File: src/rtl/prog_loader.sv
// Host byte-stream loader for the 9-bit-instruction core.
// Fills instruction memory, runs the core, and times the run.
module prog_loader #(
  parameter int IW    = 9,
  parameter int AW    = 6,
  parameter int DEPTH = 64,
  parameter int CW    = 16
) (
  input  logic          Clk,
  input  logic          Reset,
  input  logic          start,
  input  logic          in_valid,
  input  logic [7:0]    in_data,
  output logic          in_ready,
  output logic          wr_en,
  output logic [AW-1:0] wr_addr,
  output logic [IW-1:0] wr_data,
  output logic          core_reset,
  input  logic          core_done,
  output logic          busy,
  output logic          run_done,
  output logic          err,
  output logic [CW-1:0] cycles
);

  typedef enum logic [2:0] {
    S_IDLE, S_HDR, S_LO, S_HI,
    S_WR, S_RUN, S_DONE, S_ERR
  } state_t;

  localparam logic [AW:0]   PONE  = 1;
  localparam logic [CW-1:0] CONE  = 1;
  localparam logic [CW-1:0] CMAX  = '1;
  localparam logic [CW-1:0] CLAST = CMAX - CONE;

  state_t state, state_nx;

  // ptr/count carry one extra bit so a full 64-word load compares cleanly
  logic [AW:0] ptr;
  logic [AW:0] count;
  logic [7:0]  lo;

  logic xfer;
  logic hdr_bad;
  logic hi_bad;
  logic last;
  logic wd_hit;

  assign in_ready = (state == S_HDR) ||
                    (state == S_LO)  ||
                    (state == S_HI);
  assign xfer    = in_valid & in_ready;
  assign hdr_bad = (in_data == 8'd0) ||
                   (int'(in_data) > DEPTH);
  assign hi_bad  = (in_data[7:1] != 7'd0);
  assign last    = (ptr == count - PONE);
  assign wd_hit  = (cycles == CLAST);

  always_comb begin
    state_nx   = state;
    wr_en      = 1'b0;
    core_reset = 1'b1;
    busy       = 1'b0;
    run_done   = 1'b0;
    err        = 1'b0;
    unique case (state)
      S_IDLE: begin
        if (start) state_nx = S_HDR;
      end
      S_HDR: begin
        busy = 1'b1;
        if (xfer) state_nx = hdr_bad ? S_ERR : S_LO;
      end
      S_LO: begin
        busy = 1'b1;
        if (xfer) state_nx = S_HI;
      end
      S_HI: begin
        busy = 1'b1;
        if (xfer) state_nx = hi_bad ? S_ERR : S_WR;
      end
      S_WR: begin
        busy     = 1'b1;
        wr_en    = 1'b1;
        state_nx = last ? S_RUN : S_LO;
      end
      S_RUN: begin
        busy       = 1'b1;
        core_reset = 1'b0;
        if (core_done)   state_nx = S_DONE;
        else if (wd_hit) state_nx = S_ERR;
      end
      S_DONE: begin
        run_done = 1'b1;
        if (start) state_nx = S_HDR;
      end
      S_ERR: begin
        err = 1'b1;
      end
    endcase
  end

  always_ff @(posedge Clk) begin
    if (Reset) begin
      state   <= S_IDLE;
      ptr     <= '0;
      count   <= '0;
      lo      <= '0;
      wr_addr <= '0;
      wr_data <= '0;
      cycles  <= '0;
    end else begin
      state <= state_nx;
      case (state)
        S_HDR: begin
          if (xfer && !hdr_bad) begin
            count <= in_data[AW:0];
            ptr   <= '0;
          end
        end
        S_LO: begin
          if (xfer) lo <= in_data;
        end
        S_HI: begin
          if (xfer) begin
            wr_data <= IW'({in_data[0], lo});
            wr_addr <= ptr[AW-1:0];
          end
        end
        S_WR: begin
          ptr <= ptr + PONE;
          if (last) cycles <= '0;
        end
        S_RUN: begin
          if (!core_done && cycles != CMAX)
            cycles <= cycles + CONE;
        end
        default: ;
      endcase
    end
  end

endmodule

File: config.mk
export PLATFORM = sky130hd
export DESIGN_NAME = prog_loader
export DESIGN_NICKNAME = d
export VERILOG_FILES = /design/src/rtl/prog_loader.sv
export SDC_FILE = /design/constraint.sdc
export NUM_CORES = 1
export LEC_CHECK = 0
export ABC_AREA = 1
export CORE_MARGIN = 8
export CORE_UTILIZATION = 40
export DETAILED_ROUTE_END_ITERATION = 6
export DONT_BUFFER_PORTS = 1
export PLACE_DENSITY = 0.66
export SETUP_SLACK_MARGIN = 0.15
export SLEW_MARGIN = 20
export SYNTH_ARGS = -nofsm -noshare
export SYNTH_HDL_FRONTEND = slang
export SYNTH_SLANG_ARGS = --single-unit
File: constraint.sdc
create_clock -name Clk -period 2.2 [get_ports Clk]
set_input_delay 0.11 -clock Clk [delete_from_list [all_inputs] [get_ports Clk]]
set_output_delay 0.11 -clock Clk [all_outputs]
set_load 0.02 [all_outputs]
# Yosys cells after proc, flatten, opt, wreduce, memory -nomap -nowiden
# Cells that the tools add are included.
dict set report op_classes {
  n_eq_ne 18
  order_cmp 1
  n_mux 20
  n_addsub 3
  reduce_logical 21
  n_bitwise 1
}
# op count
set op_table {}
lappend op_table {{2-to-1 mux 16 bit} 2}
lappend op_table {{one-hot mux 16 bit (2 select lines)} 1}
lappend op_table {{2-to-1 mux 3 bit} 8}
lappend op_table {{one-hot mux 3 bit (6 select lines)} 1}
lappend op_table {{adder 16 x 1 -> 16 bit (second input constant)} 1}
lappend op_table {{== test 16 bit (second input constant)} 1}
lappend op_table {{inequality test 16 bit (second input constant)} 1}
lappend op_table {{one-hot mux 7 bit (2 select lines)} 1}
lappend op_table {{== test 3 bit (second input constant)} 4}
lappend op_table {{inequality test 2 bit (second input constant)} 5}
lappend op_table {{greater-than comparator 8 x 7 -> 1 bit (second input constant)} 1}
lappend op_table {{zero test 8 bit} 1}
lappend op_table {{AND reduction 2 bit} 4}
lappend op_table {{adder 7 x 1 -> 7 bit (second input constant)} 1}
lappend op_table {{== test 7 bit} 1}
lappend op_table {{2-to-1 mux 7 bit} 1}
lappend op_table {{nonzero test 7 bit} 1}
lappend op_table {{subtractor 7 x 1 -> 7 bit (second input constant)} 1}
lappend op_table {{== test 3 x 2 -> 1 bit (second input constant)} 2}
lappend op_table {{AND reduction 6 bit} 1}
lappend op_table {{nonzero test 6 bit} 1}
lappend op_table {{2-to-1 mux 1 bit} 5}
lappend op_table {{OR reduction 5 bit} 1}
lappend op_table {{inequality test 2 x 1 -> 1 bit (second input constant)} 2}
lappend op_table {{other kinds (11)} 16}
dict set report word_totals {
  wordCells 71
  in_bits 13
  register_bits 56
  out_inout_bits 37
}

# Depth between registers and ports, before layout
dict set report depth {
  word_depth 7
  depth_mapped 14
  mapped_depth_nobuf 13
}

# Least setup slack after synthesis
# OpenSTA, ideal clock, no wires.
dict set report synth_path {
  kind {flip-flop to flip-flop}
  start {reg cycles[0]}
  end {reg cycles[4]}
  slack_ns 0.324
  period_less_slack_ns 1.876
  n_path_buf 1
  t_arrival_ns 1.738
  stages_incl_launch_ff 10
  t_required_ns 2.062
  cell_sequence {dfxtp_1 -> ha_1 -> inv_1 -> nor2_2 -> nand2_2 -> o21ai_4 -> nand2_4 -> buf_6 -> nand3_1 -> a21oi_1}
}
dict set report synth_via {
  elab_chain_len 4
  elab_cells_between_ends 7
  cone_classes {add/sub: 1; eq/ne: 2; mux: 2; reduce/logical: 2}
}
# element line
set synth_rtl {}
lappend synth_rtl {{from (decl)} 23} ;# output logic [CW-1:0] cycles
lappend synth_rtl {{from (signal assigned)} 136} ;# cycles <= cycles + CONE;
lappend synth_rtl {{branches (longest 4 deep; another with adder 16 x 1 -> 16 bit)} --}
# Several ways; the timed one is not identified. The select of a mux whose other input is x is not followed.
# A chain may end at the register's enable or synchronous reset.

# Final worst setup path
# Same ends and word-level chain as after synthesis.

==> flow_metrics.env <==
export IMPL_status="finished clean"
export IMPL_cts_root_buf="clkbuf_8"
export IMPL_ys_seq_elements=56
export IMPL_antenna_left=0
export IMPL_swShare_pct=40.0
export IMPL_syn_avg_cell_area_sq_um=7.00
export IMPL_via_count=3073
export IMPL_yosys_area_top_type_share_pct=34.9
export IMPL_areaGrowthSynthToFinish_pct=12.0
export IMPL_grt_pass1_wl_mm=14.7
export IMPL_hold_path_class="in -> reg"
export IMPL_gp_congestion=0.823
export IMPL_min_from="in_data[6]"
export IMPL_worst_slew_margin_rel_pct=60.6
export IMPL_period_minus_slack_ns=1.87
export IMPL_synth_compound_area_share_pct=14.6
export IMPL_hold_viol_final=0
export IMPL_timing_rr_end="cycles[4]$_SDFFE_PP0P_"
export IMPL_clockBufferDepth=2
export IMPL_postCtsSetupRepairBufs=0
export IMPL_synth_nets=476
export IMPL_hold_path_end="count[6]$_SDFFE_PP0P_"
export IMPL_rows=32
export IMPL_fmax_ghz=0.534
export IMPL_ys_types=33
export IMPL_portBuffers=0
export IMPL_hold_path_depth=2
export IMPL_gr_total_overflow=0
export IMPL_grt_pass1_vias=2887
export IMPL_startpoint_type="register"
export IMPL_path_clk_slew_ns=0.11
export IMPL_power_leakage_nw=1.32
export IMPL_synth_warnings=0
export IMPL_ys_top_cells_by_area="dfxtp_1 35%, nand2_1 9.1%, nand3_1 9.0%"
export IMPL_drv_cap=0
export IMPL_p_sw_mw=1.16
export IMPL_final_max_slew_viol_count=0
export IMPL_ios=50
export IMPL_synth_top_family_by_area="simple AND/OR/NAND/NOR gates"
export IMPL_p_clk_share_pct=23.3
export IMPL_ir_worst_vdd_uv=375
export IMPL_power_frac_seq_pct=41.0
export IMPL_reg2reg_from="cycles[0]$_SDFFE_PP0P_"
export IMPL_synth_cells=459
export IMPL_finClkSkew_ns=0.0149
export IMPL_cp_startpoint="cycles[0]$_SDFFE_PP0P_"
export IMPL_rsz0062_at_grt="no"
export IMPL_worstPathRequired_ns=2.39
export IMPL_cp_max_fo=16
export IMPL_synth_top_area_cell="dfxtp_1"
export IMPL_cts_sinks=56
export IMPL_tritoncts="built"
export IMPL_via_per_inst=5.28
export IMPL_fin_cells=582
export IMPL_insertion_delay_ns=0.32
export IMPL_dp_hpwl_mm=6.08
export IMPL_r2r_cells=8
export IMPL_rrSetupSlack_ns=0.33
export IMPL_drive_gt1_share_pct=17.1
export IMPL_nets=496
export IMPL_synth_fa_ha_area_share_pct=1.56
export IMPL_path_class="reg -> reg"
export IMPL_die_w_um=106
export IMPL_worst_slew_pin_slew_ns=0.589
export IMPL_dieArea_sq_um=11200
export IMPL_die_h_um=106
export IMPL_combPwrFrac_pct=35.7
export IMPL_setup_viol=0
export IMPL_drt_total_wl_mm=8.61
export IMPL_coreArea_sq_um=7770
export IMPL_place_inst=564
export IMPL_drc_errors=0
export IMPL_drt_initial_drc_count=131
export IMPL_crit_arrival_ns=2.07
export IMPL_synth_simple_area_share_pct=35.9
export IMPL_fin_crit_sh_pct=85.2
export IMPL_synth_area_mux_share_pct=0
export IMPL_antenna_found_initial=0
export IMPL_finalSetupTns_ns=0
export IMPL_avgRoutedWirePerCell_um=14.8
export IMPL_insertedDiodeCount=0
export IMPL_syn_area_sq_um=3210
export IMPL_yosysSeqAreaShare_pct=34.9
export IMPL_start_util_pct=41.4
export IMPL_synth_xor_area_share_pct=3.81
export IMPL_p_int_mw=1.74
export IMPL_p_per_area_nw_per_um2=808
export IMPL_htreeDepth=2
export IMPL_grt_max_degree=38
export IMPL_drt_first_pass_iters=4
export IMPL_grtUsageTotal_pct=15.7
export IMPL_numCtsBuffers=5
export IMPL_end_kind="register"
[cells by family (layout without fill, tap and decap cells)]
kind of cell,count (synthesis),in the layout
AOI/OAI and AO/OA,81,81
xor gates and xnor gates,14,14
adders and majority gates,4,4
buffers and inverters,61,82
DFF,56,56
and+or+nand+nor,243,243
[routing by layer]
metal | up-vias | GRT usage [%] | part of all wire [%]
li1 | 1544 | - | -
met1 | 1440 | 19.3 | 44
met2 | 78 | 26.2 | 48
met3 | 11 | 3.65 | 6.4
met4 | 0 | 5.33 | 1.7
met5 | - | 0 | 0
[worst max path at each step]
stage          slack, ns  depth (start not counted)                      end
2_1_floorplan       0.32                          9   cycles[4]$_SDFFE_PP0P_
3_3_place_gp        0.33                          5  wr_data[8]$_SDFFE_PP0P_
3_5_place_dp        0.28                         12   cycles[4]$_SDFFE_PP0P_
4_1_cts             0.24                         12   cycles[4]$_SDFFE_PP0P_
5_1_grt             0.17                         12   cycles[2]$_SDFFE_PP0P_
6_report            0.33                          8   cycles[4]$_SDFFE_PP0P_
[cells in the mapped netlist (all sizes together)]
master	n
a211oi	1
a21oi	54
a31oi	1
buf	7
bufbuf	1
clkbuf	10
clkinv	1
dfxtp	56
ha	4
inv	42
nand2	92
nand3	70
nand3b	1
nand4	5
nor2	72
nor3	3
o21ai	24
o21bai	1
xnor2	5
xor2	9
[cell usage in the layout, fill, tap and decap left out, drive strengths merged]
cell type    instances
dfxtp               56
a211oi               1
nand2               92
nand3b               1
clkbuf               6
dlygate4sd3          9
ha                   4
buf                 22
nor2                72
nor3                 3
a21oi               54
xor2                 9
o21bai               1
xnor2                5
o21ai               24
inv                 42
clkinv               2
nand4                5
bufinv               1
a31oi                1
nand3               70
[metrics by stage]
| step | power, mW | utilization (%) | worst slack (ns) | hold slack [ns] | area, sq um |
|---|---|---|---|---|---|
| final | 2.91 | 46.3 | 0.326 | 0.0123 | 3600 |
| after global routing | 3.10 | 46.3 | 0.167 | 0.0216 | 3600 |
| after CTS | 2.90 | 46.1 | 0.241 | 0.00131 | 3580 |
| after detailed placement | 2.19 | 43.3 | 0.278 | 0.184 | 3360 |
| after global placement | 2.17 | 43.3 | 0.335 | 0.183 | 3360 |
| after floorplan | 2.04 | - | 0.324 | 0.245 | 3210 |
[state kept, by name, summed over array words and instances (netlist names)]
register and cells:
lo 8, ptr 7, wr_addr 6, count 7, state 3, wr_data 9
cycles 16
[critical path: stages, from the launching register on]
cell	delay, ns
dfxtp_1	0.36
ha_1	0.25
inv_1	0.07
nor2_2	0.20
nand2_2	0.12
o21ai_4	0.30
nand2_4	0.23
nand3_1	0.14
a21oi_1	0.07
[cell type report]
class | instances | area (sq um)
clock buffer | 6 | 72.6
clock inverter | 2 | 35.0
fill | 817 | 4170
inverter | 43 | 161
multi-input combinational | 342 | 1800
sequential | 56 | 1120
tap | 102 | 128
timing repair buffer | 31 | 280
[power by group through the flow]
stage / clock (mW) / combinational (mW) / sequential [mW]
finish: 0.678 / 1.04 / 1.19
global route: 0.734 / 1.16 / 1.20
CTS: 0.696 / 1.02 / 1.19
detailed placement: 0 / 0.972 / 1.21
global placement: 0 / 0.956 / 1.21
floorplan: 0 / 0.849 / 1.19
[timing repair]
action | CTS | global route
endpoints found under the setup margin | 0 | 32
gates resized for setup | 0 | 5
hold buffers | 10 | 0
endpoints found under the hold margin | 48 | 0
Power figures use the tool's default switching activity.
